## src/rtl/uart_pkg.sv

```systemverilog
// Shared types and sizes for the UART receive path.
package uart_pkg;

  typedef enum logic [2:0] {
    IDLE,
    START,
    DATA,
    STOP,
    WAIT_HIGH
  } rx_state_e;

  localparam int unsigned DATA_BITS            = 8;
  localparam int unsigned DEFAULT_CLKS_PER_BIT = 868;
  localparam int unsigned WORD_BYTES           = 4;
  localparam int unsigned WORD_W               = DATA_BITS * WORD_BYTES;

endpackage

```

## src/rtl/uart_rx_byte.sv

```systemverilog
// 8N1 byte receiver: two-flop synchronizer, start/data/stop sampling and framing check.
// Strobes are combinational on the stop-sample cycle so the wrapper can register them in step.
module uart_rx_byte
  import uart_pkg::*;
#(
  parameter int unsigned CLKS_PER_BIT = DEFAULT_CLKS_PER_BIT
) (
  input  logic                 sys_clk,
  input  logic                 reset,
  input  logic                 i_serial,
  output logic [DATA_BITS-1:0] o_data,
  output logic                 o_byte_valid_c,
  output logic                 o_frame_err_c,
  output logic                 o_busy
);

  localparam int unsigned CNT_W = $clog2(CLKS_PER_BIT);
  localparam int unsigned IDX_W = $clog2(DATA_BITS);
  localparam logic [CNT_W-1:0] CNT_LAST = CNT_W'(CLKS_PER_BIT - 1);
  localparam logic [CNT_W-1:0] CNT_MID  = CNT_W'((CLKS_PER_BIT - 1) / 2);
  localparam logic [IDX_W-1:0] IDX_LAST = IDX_W'(DATA_BITS - 1);

  logic                 r_sync_meta;
  logic                 r_rx_s;
  rx_state_e            r_state;
  logic [CNT_W-1:0]     r_clk_cnt;
  logic [IDX_W-1:0]     r_bit_idx;
  logic [DATA_BITS-1:0] r_shift;
  logic                 r_busy;

  rx_state_e            w_state_nxt;
  logic [CNT_W-1:0]     w_clk_cnt_nxt;
  logic [IDX_W-1:0]     w_bit_idx_nxt;
  logic [DATA_BITS-1:0] w_shift_nxt;

  // State and datapath registers; synchronizer presets to the idle-high line level.
  always_ff @(posedge sys_clk) begin
    if (reset) begin
      r_sync_meta <= 1'b1;
      r_rx_s      <= 1'b1;
      r_state     <= IDLE;
      r_clk_cnt   <= '0;
      r_bit_idx   <= '0;
      r_shift     <= '0;
      r_busy      <= 1'b0;
    end else begin
      r_sync_meta <= i_serial;
      r_rx_s      <= r_sync_meta;
      r_state     <= w_state_nxt;
      r_clk_cnt   <= w_clk_cnt_nxt;
      r_bit_idx   <= w_bit_idx_nxt;
      r_shift     <= w_shift_nxt;
      r_busy      <= (w_state_nxt != IDLE);
    end
  end

  always_comb begin
    w_state_nxt    = r_state;
    w_clk_cnt_nxt  = r_clk_cnt + CNT_W'(1);
    w_bit_idx_nxt  = r_bit_idx;
    w_shift_nxt    = r_shift;
    o_byte_valid_c = 1'b0;
    o_frame_err_c  = 1'b0;
    case (r_state)
      IDLE: begin
        w_clk_cnt_nxt = '0;
        if (!r_rx_s) w_state_nxt = START;
      end
      START: begin
        // Re-check at mid start bit to reject glitches.
        if (r_clk_cnt == CNT_MID) begin
          w_clk_cnt_nxt = '0;
          w_bit_idx_nxt = '0;
          w_state_nxt   = r_rx_s ? IDLE : DATA;
        end
      end
      DATA: begin
        if (r_clk_cnt == CNT_LAST) begin
          w_clk_cnt_nxt          = '0;
          w_shift_nxt[r_bit_idx] = r_rx_s;
          if (r_bit_idx == IDX_LAST) w_state_nxt = STOP;
          else w_bit_idx_nxt = r_bit_idx + IDX_W'(1);
        end
      end
      STOP: begin
        if (r_clk_cnt == CNT_LAST) begin
          w_clk_cnt_nxt = '0;
          if (r_rx_s) begin
            o_byte_valid_c = 1'b1;
            w_state_nxt    = IDLE;
          end else begin
            o_frame_err_c = 1'b1;
            w_state_nxt   = WAIT_HIGH;
          end
        end
      end
      WAIT_HIGH: begin
        w_clk_cnt_nxt = '0;
        if (r_rx_s) w_state_nxt = IDLE;
      end
      default: w_state_nxt = IDLE;
    endcase
  end

  assign o_data = r_shift;
  assign o_busy = r_busy;

endmodule

```

## src/rtl/uart_word_rx.sv

```systemverilog
// UART receive stage: delivers bytes, and in word mode packs 4 bytes MSB-first into a word.
// A partial word is dropped on a framing error or after TIMEOUT_CLKS idle cycles.
module uart_word_rx
  import uart_pkg::*;
#(
  parameter int unsigned CLKS_PER_BIT = DEFAULT_CLKS_PER_BIT,
  parameter int unsigned TIMEOUT_CLKS = 20 * CLKS_PER_BIT
) (
  input  logic                 sys_clk,
  input  logic                 reset,
  input  logic                 i_serial,
  input  logic                 i_mode_select,
  output logic [DATA_BITS-1:0] o_byte,
  output logic                 o_byte_valid,
  output logic [WORD_W-1:0]    o_word,
  output logic                 o_word_valid,
  output logic                 o_frame_err,
  output logic                 o_timeout,
  output logic                 o_busy
);

  localparam int unsigned WCNT_W = $clog2(WORD_BYTES);
  localparam int unsigned IDLE_W = $clog2(TIMEOUT_CLKS);
  localparam int unsigned ACC_W  = WORD_W - DATA_BITS;

  logic [DATA_BITS-1:0] w_data;
  logic                 w_byte_valid;
  logic                 w_frame_err;
  logic                 w_busy;
  logic [WCNT_W-1:0]    w_cnt_base;
  logic [WORD_W-1:0]    w_word_asm;

  logic [DATA_BITS-1:0] r_byte;
  logic                 r_byte_valid;
  logic [WORD_W-1:0]    r_word;
  logic                 r_word_valid;
  logic                 r_frame_err;
  logic                 r_timeout;
  logic [ACC_W-1:0]     r_word_acc;
  logic [WCNT_W-1:0]    r_cnt;
  logic                 r_prev_mode;
  logic [IDLE_W-1:0]    r_idle_cnt;

  uart_rx_byte #(
    .CLKS_PER_BIT(CLKS_PER_BIT)
  ) u_rx_byte (
    .sys_clk       (sys_clk),
    .reset         (reset),
    .i_serial      (i_serial),
    .o_data        (w_data),
    .o_byte_valid_c(w_byte_valid),
    .o_frame_err_c (w_frame_err),
    .o_busy        (w_busy)
  );

  // A mode change restarts assembly so the new byte becomes byte 0.
  assign w_cnt_base = (i_mode_select != r_prev_mode) ? '0 : r_cnt;
  assign w_word_asm = {r_word_acc, w_data};

  always_ff @(posedge sys_clk) begin
    if (reset) begin
      r_byte       <= '0;
      r_byte_valid <= 1'b0;
      r_word       <= '0;
      r_word_valid <= 1'b0;
      r_frame_err  <= 1'b0;
      r_timeout    <= 1'b0;
      r_word_acc   <= '0;
      r_cnt        <= '0;
      r_prev_mode  <= 1'b0;
      r_idle_cnt   <= '0;
    end else begin
      r_byte_valid <= 1'b0;
      r_word_valid <= 1'b0;
      r_timeout    <= 1'b0;
      r_frame_err  <= w_frame_err;

      if (w_busy || (r_cnt == '0)) begin
        r_idle_cnt <= '0;
      end else if (r_idle_cnt == IDLE_W'(TIMEOUT_CLKS - 1)) begin
        r_idle_cnt <= '0;
        r_cnt      <= '0;
        r_timeout  <= 1'b1;
      end else begin
        r_idle_cnt <= r_idle_cnt + IDLE_W'(1);
      end

      if (w_frame_err) r_cnt <= '0;

      if (w_byte_valid) begin
        r_byte       <= w_data;
        r_byte_valid <= 1'b1;
        r_prev_mode  <= i_mode_select;
        if (i_mode_select) begin
          r_word_acc <= w_word_asm[ACC_W-1:0];
          if (w_cnt_base == WCNT_W'(WORD_BYTES - 1)) begin
            r_word       <= w_word_asm;
            r_word_valid <= 1'b1;
            r_cnt        <= '0;
          end else begin
            r_cnt <= w_cnt_base + WCNT_W'(1);
          end
        end else begin
          r_cnt <= '0;
        end
      end
    end
  end

  assign o_byte       = r_byte;
  assign o_byte_valid = r_byte_valid;
  assign o_word       = r_word;
  assign o_word_valid = r_word_valid;
  assign o_frame_err  = r_frame_err;
  assign o_timeout    = r_timeout;
  assign o_busy       = w_busy;

endmodule
```

## config.mk

```make
export PLATFORM = sky130hd
export DESIGN_NAME = uart_word_rx
export DESIGN_NICKNAME = d
export VERILOG_FILES = /design/src/rtl/uart_pkg.sv /design/src/rtl/uart_rx_byte.sv /design/src/rtl/uart_word_rx.sv
export SDC_FILE = /design/constraint.sdc
export NUM_CORES = 1
export LEC_CHECK = 0
export ABC_AREA = 1
export ABC_CLOCK_PERIOD_IN_PS = 3500
export CORE_UTILIZATION = 55
export CTS_CLUSTER_DIAMETER = 80
export DETAILED_ROUTE_END_ITERATION = 8
export GPL_TIMING_DRIVEN = 0
export PLACE_DENSITY_LB_ADDON = 0.3
export SLEW_MARGIN = 20
export SYNTH_ARGS = -nofsm -noshare
export SYNTH_HDL_FRONTEND = slang
export SYNTH_HIERARCHICAL = 1
export SYNTH_SLANG_ARGS = --single-unit
```

## constraint.sdc

```tcl
create_clock -name sys_clk -period 3.5 [get_ports sys_clk]
set_input_delay 0.525 -clock sys_clk [delete_from_list [all_inputs] [get_ports sys_clk]]
set_output_delay 0.525 -clock sys_clk [all_outputs]
set_load 0.1 [all_outputs]
```

==> impl_results.md <==
- Final Setup Violations: 0
- HPWL after DPL: 7.59 mm
- Finished layout cell area: 0.00604 mm²
- Post-synthesis sequential area ratio: 46.9%
- Wire per inst: 13.9 µm
- Die height: 95.7 µm
- H-tree levels: 4
- Peak supply drop: 0.295 mV
- First-pass detailed-route iteration total: 4
- Fin nets: 685
- Largest net degree at the start of global routing: 17
- WS Path Type: reg -> out
- # diodes: 0
- Global-route wire length before repair: 18.1 mm
- Syn Area/Cell: 7.94 µm²
- Drt first-iter violations: 172
- Post-synth EDFFs: 0
- Mapped Area: 0.00483 mm²
- Minimum clock period: 2.53 ns
- Unrepaired setup endpoints after global routing: false
- Final antenna-violating net count: 0
- Layout cell share with drive strength beyond 1: 16.3%
- Clk sink count: 113
- Fin crit share: 72.4%
- Detailed Route WL: 11.0 mm
- CP Launch Type: flip-flop
- Relative slew slack: 32.2%
- Die width: 95.7 µm
- Cts hold-fix bufs: 0
- GR Overflow Total: 0
- Max stage delay on crit path: 1.16 ns
- PD cells: 511 mW/mm²
- CTS tree: built
- Max Cap Viol: 0
- Post-Syn Instances: 608
- I/O Buffers: 48
- Antenna violations before repair: 0
- CTS buffer count: 17
- Worst Skew: 0.00746 ns
- Synth Flop Type: dfxtp_1
- Std cell rows: 33
- CP required: 2.97 ns
- Die area: 0.00916 mm²
- Most frequent cells in the layout: nor2_1 (123), dfxtp_1 (113), inv_1 (63)
- Worst min-delay path category: reg -> reg
- Max clock buf depth: 2
- Async SR Flop Fraction: 0%
- Worst-path cell chain: clkdlybuf4s50_1
- Synthesis-to-layout area growth: 25.2%
- Initial Util: 57.9%
- Area post-placement: 0.00544 mm²
- CP delay by family, top: buffers and inverters
- Post-CTS setup buffers: 0
- Outcome: finished, final reports clean
- Routability cong.: 0.824
- Fmax: 0.394 GHz
- Vias in the first global route: 3972
- Post-route DRC: 0
- Vias: 4194
- Commonest non-fill, non-tap cell in the layout: nor2_1
- Maximum fanout along the worst path: 2
- Worst setup EP type: primary output
- Later-pin clock latency in the skew report: 0.50 ns
- Final-report max-slew violation count: 0
- Cts repair resizes: 0
- Crit-path slowest cell: clkdlybuf4s50_1
- Io pins: 49
- Root Buffer: clkbuf_8
- Core footprint: 0.00834 mm²
- Total negative slack: 0 ns
- Combined buffer and inverter count along the critical path: 1
- Yosys top cell by area: dfxtp_1
- Share of the synthesized area in the top cell type: 46.9%
- Filler cell count: 641
- Synth unique cells: 41
- Synth area leaders: dfxtp_1 (47%), nor2_1 (9.6%), o21ai_0 (5.6%)
- Synthesized flop and latch total: 113
- Clock transition at path regs: 0.05 ns
- Post-Syn Nets: 618
- Worst-Margin Slew: 1.01 ns
- DR vias/cell: 5.30
- Critical path data arrival time: 2.01 ns
- Leakage: 2.53 nW
- Synth warn: 6
- Gr usage total: 26.1%
- Number of hold violations in the final report: 0
final cells by class:
cell class | count | area (µm²) | area share [%]
timing repair buffer | 48 | 480 | 7.95
buffer | 24 | 174 | 2.88
clock buffer | 17 | 414 | 6.85
sequential | 113 | 2260 | 37.4
inverter | 71 | 270 | 4.47
tap | 105 | 131 | 2.17
clock inverter | 14 | 190 | 3.15
multi-input combinational | 400 | 2120 | 35.1
state kept, by name, indices dropped and copies added (netlist names), 2 cells and up:
register,count
o_word,32
u_rx_byte/r_clk_cnt,10
u_rx_byte/r_bit_idx,3
u_rx_byte/o_data,8
r_word_acc,24
u_rx_byte/r_state,3
o_byte,8
r_cnt,2
r_idle_cnt,15
worst paths after layout:
kind                          startpoint               end  slack [ns]  cells after the start
setup reg to reg  u_rx_byte/r_clk_cnt[0]    r_word_acc[12]        1.05                      9
hold / removal     u_rx_byte/r_sync_meta  u_rx_byte/r_rx_s        0.41                      1
hold reg to reg    u_rx_byte/r_sync_meta  u_rx_byte/r_rx_s        0.41                      1
setup / recovery        u_rx_byte/o_busy            o_busy        0.97                      1
logic make-up after synthesis:
kind of cell	synth area share, %
xor gates and xnor gates	1.81
buffers and inverters	9.20
and+or+nand+nor	28.0
adders and majority gates	1.56
AOI/OAI and AO/OA	12.6
DFF	46.9
where the power goes:
part	total, W	switching (W)	internal, W
Combinational	0.0000538	0.0000380	0.0000158
Sequential	0.00129	0.00000190	0.00129
Clock	0.00175	0.000597	0.00115
per-stage QoR:
step                      setup slack, ns  utilization, %  hold WS [ns]  std cells  power, W
final                               0.965            72.5         0.409        792   0.00309
after CTS                           0.927            72.5         0.409        792   0.00311
after global placement               1.19            65.2         0.393        761   0.00137
after global routing                0.713            72.5         0.416        792   0.00317
after detailed placement             1.14            65.2         0.396        761   0.00137
after floorplan                      1.49               -         0.389        608   0.00135
per-layer routing:
metal / wire length (µm) / global-route usage, % / vias to the layer above
li1: - / - / 2086
met1: 4600 / 30.5 / 1970
met2: 5610 / 45.7 / 116
met3: 566 / 6.46 / 22
met4: 216 / 10.2 / 0
met5: 0 / 0 / -
synth_stat cells (all sizes together), types with 3 or more instances:
cell type,n
nor2,141
dfxtp,113
nand2,72
inv,70
o21ai,70
nand3,41
a21oi,31
buf,17
nand4,11
clkbuf,7
xor2,7
ha,6
nor3,4
or2,3
xnor2,3
(Power assumes the default switching activity.)
